--- src/rtl/nd_array_pkg.sv ---
// Shared definitions for the nd-array packing / slice / permute path.
// Default frame geometry is [5:0][3:0][2:0]; modules take these values as
// parameter defaults so the geometry can still be overridden per instance.
package nd_array_pkg;

  localparam int ROWS      = 6;
  localparam int COLS      = 4;
  localparam int ELEM_W    = 3;
  localparam int ROW_CNT_W = $clog2(ROWS + 1);

  typedef logic [ELEM_W-1:0] elem_t;
  typedef elem_t [COLS-1:0]  row_t;
  typedef row_t  [ROWS-1:0]  frame_t;

  // Single-bank packer states: collecting rows, or presenting a closed frame.
  typedef enum logic {
    ST_FILL = 1'b0,
    ST_HOLD = 1'b1
  } fill_state_t;

endpackage

--- src/rtl/nd_frame_bank.sv ---
// One frame bank: row storage, per-row written mask, row count of the
// closed frame and a full flag. Rows that were never written in the
// current frame read as zero through the mask, so storage is never cleared.
module nd_frame_bank #(
  parameter int ROWS   = nd_array_pkg::ROWS,
  parameter int COLS   = nd_array_pkg::COLS,
  parameter int ELEM_W = nd_array_pkg::ELEM_W,
  parameter int CNT_W  = $clog2(ROWS + 1)
) (
  input  logic                                 clk,
  input  logic                                 srst,
  input  logic                                 wr_en,
  input  logic                                 wr_last,
  input  logic [COLS-1:0][ELEM_W-1:0]          wr_row,
  input  logic                                 clr,
  output logic [ROWS-1:0][COLS-1:0][ELEM_W-1:0] frame,
  output logic [CNT_W-1:0]                     rows,
  output logic                                 full,
  output logic                                 close,
  output logic                                 len_err
);

  logic [COLS-1:0][ELEM_W-1:0] store_q [ROWS];
  logic [COLS-1:0][ELEM_W-1:0] store_d [ROWS];
  logic [ROWS-1:0]             mask_q, mask_d;
  logic [CNT_W-1:0]            cnt_q, cnt_d;
  logic [CNT_W-1:0]            rows_q, rows_d;
  logic                        full_q, full_d;
  logic                        last_row;

  // Next-state for the write pointer, mask, frame length and full flag.
  always_comb begin
    last_row = (cnt_q == CNT_W'(ROWS - 1));
    // A write closes the frame on in_last or when the last row slot fills.
    close    = wr_en && (wr_last || last_row);
    // Length mismatch: last flagged early, or missing on the final row.
    len_err  = wr_en && (wr_last != last_row);
    store_d  = store_q;
    mask_d   = mask_q;
    cnt_d    = cnt_q;
    rows_d   = rows_q;
    full_d   = full_q;
    if (clr) begin
      mask_d = '0;
      cnt_d  = '0;
      rows_d = '0;
      full_d = 1'b0;
    end else if (wr_en) begin
      for (int r = 0; r < ROWS; r++) begin
        if (cnt_q == CNT_W'(r)) begin
          store_d[r] = wr_row;
          mask_d[r]  = 1'b1;
        end
      end
      if (close) begin
        full_d = 1'b1;
        rows_d = cnt_q + 1'b1;
        cnt_d  = '0;
      end else begin
        cnt_d = cnt_q + 1'b1;
      end
    end
  end

  // Control state registers; storage contents are left alone on reset.
  always_ff @(posedge clk) begin
    if (srst) begin
      mask_q <= '0;
      cnt_q  <= '0;
      rows_q <= '0;
      full_q <= 1'b0;
    end else begin
      mask_q <= mask_d;
      cnt_q  <= cnt_d;
      rows_q <= rows_d;
      full_q <= full_d;
    end
  end

  // Row storage register array; every row must be visible at once downstream.
  always_ff @(posedge clk) begin
    store_q <= store_d;
  end

  // Unwritten rows of the current frame read as zero.
  generate
    for (genvar gi = 0; gi < ROWS; gi++) begin : g_mask
      assign frame[gi] = mask_q[gi] ? store_q[gi] : '0;
    end
  endgenerate

  assign rows = rows_q;
  assign full = full_q;

endmodule

--- src/rtl/nd_row_packer.sv ---
// Row packer: assembles rows from a valid/ready stream into a full frame and
// holds it stable for the downstream slice/permute stage.
// Build option: define ND_PACKER_DOUBLE_BUF_EN for two ping-pong banks
// (one row per cycle sustained); otherwise a single bank with a FILL/HOLD
// state machine is built. Ports are identical in both builds.
module nd_row_packer
  import nd_array_pkg::*;
#(
  parameter int ROWS   = nd_array_pkg::ROWS,
  parameter int COLS   = nd_array_pkg::COLS,
  parameter int ELEM_W = nd_array_pkg::ELEM_W
) (
  input  logic                                 CLK,
  input  logic                                 RESET,
  input  logic [COLS-1:0][ELEM_W-1:0]          in_row,
  input  logic                                 in_valid,
  input  logic                                 in_last,
  output logic                                 in_ready,
  output logic [ROWS-1:0][COLS-1:0][ELEM_W-1:0] out_frame,
  output logic [$clog2(ROWS+1)-1:0]            out_rows,
  output logic                                 out_valid,
  input  logic                                 out_ready,
  output logic                                 err_len
);

`ifdef ND_PACKER_DOUBLE_BUF_EN
  localparam int NBANKS = 2;
`else
  localparam int NBANKS = 1;
`endif
  localparam int CNT_W = $clog2(ROWS + 1);

  logic                                 accept;
  logic                                 xfer;
  logic                                 wr_sel;
  logic                                 rd_sel;
  logic [NBANKS-1:0]                    bank_wr_en;
  logic [NBANKS-1:0]                    bank_clr;
  logic [NBANKS-1:0]                    bank_full;
  logic [NBANKS-1:0]                    bank_close;
  logic [NBANKS-1:0]                    bank_err;
  logic [ROWS-1:0][COLS-1:0][ELEM_W-1:0] bank_frame [NBANKS];
  logic [CNT_W-1:0]                     bank_rows  [NBANKS];
  logic                                 err_len_q, err_len_d;

  assign accept = in_valid && in_ready;
  assign xfer   = out_valid && out_ready;

  generate
    for (genvar gi = 0; gi < NBANKS; gi++) begin : g_bank
      // A full bank is never written, so a held frame cannot be corrupted.
      assign bank_wr_en[gi] = accept && (int'(wr_sel) == gi) && !bank_full[gi];
      assign bank_clr[gi]   = xfer && (int'(rd_sel) == gi);

      nd_frame_bank #(
        .ROWS   (ROWS),
        .COLS   (COLS),
        .ELEM_W (ELEM_W),
        .CNT_W  (CNT_W)
      ) u_bank (
        .clk     (CLK),
        .srst    (RESET),
        .wr_en   (bank_wr_en[gi]),
        .wr_last (in_last),
        .wr_row  (in_row),
        .clr     (bank_clr[gi]),
        .frame   (bank_frame[gi]),
        .rows    (bank_rows[gi]),
        .full    (bank_full[gi]),
        .close   (bank_close[gi]),
        .len_err (bank_err[gi])
      );
    end
  endgenerate

  // Length-error flag is sticky until reset.
  always_comb begin
    err_len_d = err_len_q | (|bank_err);
  end

  // Sticky length-error register.
  always_ff @(posedge CLK) begin
    if (RESET) begin
      err_len_q <= 1'b0;
    end else begin
      err_len_q <= err_len_d;
    end
  end

  assign err_len = err_len_q;

`ifdef ND_PACKER_DOUBLE_BUF_EN
  logic wr_bank_q, wr_bank_d;
  logic rd_bank_q, rd_bank_d;

  // Write pointer advances on a closing accept, read pointer on a transfer;
  // both walk the banks in the same order, so frames leave in fill order.
  always_comb begin
    wr_bank_d = wr_bank_q ^ (|bank_close);
    rd_bank_d = rd_bank_q ^ xfer;
  end

  // Bank pointer registers.
  always_ff @(posedge CLK) begin
    if (RESET) begin
      wr_bank_q <= 1'b0;
      rd_bank_q <= 1'b0;
    end else begin
      wr_bank_q <= wr_bank_d;
      rd_bank_q <= rd_bank_d;
    end
  end

  assign wr_sel    = wr_bank_q;
  assign rd_sel    = rd_bank_q;
  assign in_ready  = !bank_full[wr_bank_q];
  assign out_valid = bank_full[rd_bank_q];
  assign out_frame = bank_frame[rd_bank_q];
  assign out_rows  = bank_rows[rd_bank_q];
`else
  fill_state_t state_q, state_d;
  logic        in_ready_q;
  logic        out_valid_q;

  // FILL closes into HOLD on the last accepted row; HOLD returns on transfer.
  always_comb begin
    state_d = state_q;
    case (state_q)
      ST_FILL: if (bank_close[0]) state_d = ST_HOLD;
      ST_HOLD: if (xfer)          state_d = ST_FILL;
      default:                    state_d = ST_FILL;
    endcase
  end

  // State register with handshake outputs registered from the next state.
  always_ff @(posedge CLK) begin
    if (RESET) begin
      state_q     <= ST_FILL;
      in_ready_q  <= 1'b1;
      out_valid_q <= 1'b0;
    end else begin
      state_q     <= state_d;
      in_ready_q  <= (state_d == ST_FILL);
      out_valid_q <= (state_d == ST_HOLD);
    end
  end

  assign wr_sel    = 1'b0;
  assign rd_sel    = 1'b0;
  assign in_ready  = in_ready_q;
  assign out_valid = out_valid_q;
  assign out_frame = bank_frame[0];
  assign out_rows  = bank_rows[0];
`endif

endmodule

--- config.mk ---
export PLATFORM = sky130hd
export DESIGN_NAME = nd_row_packer
export DESIGN_NICKNAME = d
export VERILOG_FILES = /design/src/rtl/nd_array_pkg.sv /design/src/rtl/nd_frame_bank.sv /design/src/rtl/nd_row_packer.sv
export SDC_FILE = /design/constraint.sdc
export NUM_CORES = 1
export LEC_CHECK = 0
export ABC_AREA = 1
export CORE_MARGIN = 4
export CORE_UTILIZATION = 65
export DETAILED_ROUTE_END_ITERATION = 10
export DONT_BUFFER_PORTS = 1
export PLACE_DENSITY = 0.89
export SLEW_MARGIN = 10
export SYNTH_ARGS = -nofsm -noshare
export SYNTH_HDL_FRONTEND = slang
export SYNTH_HIERARCHICAL = 1
export SYNTH_SLANG_ARGS = --single-unit
--- constraint.sdc ---
create_clock -name CLK -period 5.1 [get_ports CLK]
set_input_delay 1.53 -clock CLK [delete_from_list [all_inputs] [get_ports CLK]]
set_output_delay 1.53 -clock CLK [all_outputs]
set_load 0.05 [all_outputs]
==> flow_metrics.tcl <==
set metrics [dict create \
    synth_area_um2 3492 \
    p_total_mw 1.444 \
    fin_skew_ns 0.005573 \
    startpoint_type "flip-flop" \
    tritoncts "done" \
    worst_slew_pin_slew_ns 1.143 \
    holdBufCountCts 0 \
    cts_root_buffer "clkbuf_8" \
    maxCapViolCount 0 \
    antenna_found_initial 0 \
    setup_viol 0 \
    drt-wirelength-per-cell_um 17.31 \
    critPathMaxFanout 13 \
    post_cts_buffers 0 \
    seq_area_frac_synth_pct 71.09 \
    r2r_slack_ns 2.65 \
    rsz0062_at_grt "no" \
    dr.pass1.iters 5 \
    antenna_cells 0 \
    gr-total-overflow 0 \
    final_antenna_net_count 0 \
    gp_congestion 0.8078 \
    setup-tns-final_ns 0 \
    period_needed_ns 3.067 \
    syn_nets 344 \
    power.switching_mw 0.3278 \
    cts_resized 0 \
    fmax_mhz 326.0 \
    fp.dieW_um 81.30 \
    hold_violations 0 \
    fin_cells 402 \
    endpoint "out_frame[56]" \
    grt_pass1_vias 1979 \
    post-route-period-util_pct 60.15 \
    synth_area_per_cell_um2 10.88 \
    hpwl_um 4881 \
    synth_warnings 6 \
    cp.required_ns 3.57 \
    drt_iter0_markers 155 \
    layout-drive-gt1-share_pct 8.735 \
    synth_cells 321 \
    status "completed" \
    r2r_cells 5 \
    io_buffers 0 \
    vias_per_cell 5.348 \
    synth_top_area_cell "edfxtp_1" \
    slew_violations 0 \
    drc_errors 0 \
    cts.sinks 88 \
    routed_wirelength_um 6958 \
    synth.ff_latch_count 88 \
    htreeDepth 3 \
    core.rowCount 26 \
    clock_power_share_pct 36.8 \
    reg2reg_to "g_bank[0].u_bank/store_q[19]" \
    ys_top_cells_by_area "edfxtp_1 (62%), inv_1 (9.8%), dfxtp_1 (9.2%), nand2_1 (8.9%), ha_1 (2.1%)" \
    dp.cells 386 \
    cts_buffer_depth 2 \
    power_per_cell_area_nw_per_um2 381.2 \
    grt_max_degree 15 \
    die-area_um2 6609 \
    die_y_um 81.30 \
    synth.distinct_cells 18 \
    synth.top_cell.area_share_pct 61.91 \
    p_leak_nw 1.895 \
    vias 2150 \
    vdd_drop_max_mv 0.2030 \
    core_area_um2 5172 \
    clk_pin_slew_worst_paths_ns 0.08 \
    crit_start "g_bank[0].u_bank/mask_q[4]" \
    seqPwrFrac_pct 57.1 \
    cp.arrival_ns 1.54 \
    hold_ws_ns 0.5120 \
    clock_latency_ns 0.35 \
    cts_buffers 9 \
    crit_type "reg2out" \
    nets 350 \
    grt_pass1_wl_um 10410 \
    grtUsageTotal_pct 22.20 \
    swShare_pct 22.71 \
    intPower_mw 1.116 \
    rr_startpoint "in_ready" \
    critPathCaptureType "output pin" \
    area_growth_pct 8.456 \
    n_fill_cell 350 \
    start_util_pct 67.51 \
    combPwrFrac_pct 6.1 \
    ioPinCount 95 \
    slew-limit-headroom_pct 23.53 \
    worstHoldPathType "reg2reg" \
]
-- worst min path at each step --
stage | slack (ns) | start | depth (start not counted) | endpoint
finish | 0.51 | g_bank[0].u_bank/full | 2 | g_bank[0].u_bank/full
global route | 0.57 | g_bank[0].u_bank/cnt_q[1] | 2 | g_bank[0].u_bank/cnt_q[1]
CTS | 0.51 | g_bank[0].u_bank/full | 2 | g_bank[0].u_bank/full
detailed placement | 0.48 | g_bank[0].u_bank/full | 2 | g_bank[0].u_bank/full
global placement | 0.46 | g_bank[0].u_bank/full | 2 | g_bank[0].u_bank/full
floorplan | 0.44 | g_bank[0].u_bank/full | 2 | g_bank[0].u_bank/full
-- power by group through the flow --
| stage | sequential (mW) | clock [mW] | combinational, mW |
|---|---|---|---|
| 2_1_floorplan | 0.833 | 0 | 0.0799 |
| 3_3_place_gp | 0.839 | 0 | 0.0855 |
| 3_5_place_dp | 0.841 | 0 | 0.0870 |
| 4_1_cts | 0.824 | 0.539 | 0.0882 |
| 5_1_grt | 0.826 | 0.577 | 0.0956 |
| 6_report | 0.824 | 0.532 | 0.0880 |
-- cell usage after synthesis --
cell type   n
o21ai_1     1
nor2_2      1
nor2_1     19
dfxtp_1    16
inv_2       1
nand2_2     1
o21ai_0     1
ha_1        6
edfxtp_1   72
inv_4       1
inv_1      91
a21oi_1     3
nand3_1    11
buf_2       6
buf_6       1
nor2_4      2
nand2_1    83
a21oi_2     5
-- per-layer routing --
metal / vias to the layer above / wire, um / part of all wire (%) / track usage (%)
li1: 983 / - / - / -
met1: 1023 / 2710 / 39 / 27.45
met4: 0 / 138 / 2.0 / 8.953
met5: - / 0 / 0 / 0
met3: 19 / 561 / 8.1 / 6.984
met2: 125 / 3547 / 51 / 36.32
-- worst max-delay path, cell delays in order (launching register included) --
cell and delay (ns):
dfxtp_1 0.69, nand2_1 0.14, inv_1 0.36
-- registers in the layout, summed over array words and instances, names as in the netlist --
register / cells
out_valid: 1
in_ready: 1
g_bank.u_bank/mask_q: 6
g_bank.u_bank/store_q: 72
err_len: 1
g_bank.u_bank/rows: 3
g_bank.u_bank/cnt_q: 3
g_bank.u_bank/full: 1
-- kinds of logic after synthesis --
kind of cell | share of synthesized area, %
fa+ha+maj | 2.150
flops | 71.09
buf+inv | 11.25
compound gates | 1.970
simple gates | 13.54
-- final cells by class --
cell class / count / area (um2) / area share [%]
Sequential cell: 88 / 2482 / 65.54
Tap cell: 70 / 87.58 / 2.313
Inverter: 93 / 351.6 / 9.283
Clock buffer: 12 / 155.1 / 4.096
Timing Repair Buffer: 2 / 15.01 / 0.3964
Multi-Input combinational cell: 133 / 619.3 / 16.35
Clock inverter: 4 / 76.32 / 2.015
-- through the flow --
step	area, um2	utilization [%]	setup WS, ns
floorplan	3492	-	2.048
global placement	3553	68.70	1.897
detailed placement	3553	68.70	1.792
CTS	3785	73.17	2.020
global route	3787	73.22	1.890
finish	3787	73.22	2.033
-- cells in the final DEF (no fill, tap or decap) --
cell	Yosys	final
inv_1	91	91
clkbuf_8	0	11
nand2_2	1	1
ha_1	6	6
o21ai_1	1	1
a21oi_1	3	3
dfxtp_1	16	16
edfxtp_1	72	72
nor2_2	1	2
o21ai_0	1	1
clkbuf_1	0	1
buf_4	0	2
nand2_1	83	83
inv_4	1	1
clkinvlp_4	0	1
nand3_1	11	11
a21oi_2	5	5
clkinv_4	0	1
inv_2	1	1
nor2_4	2	2
nor2_1	19	18
bufinv_16	0	2
(Power assumes the default switching activity.)
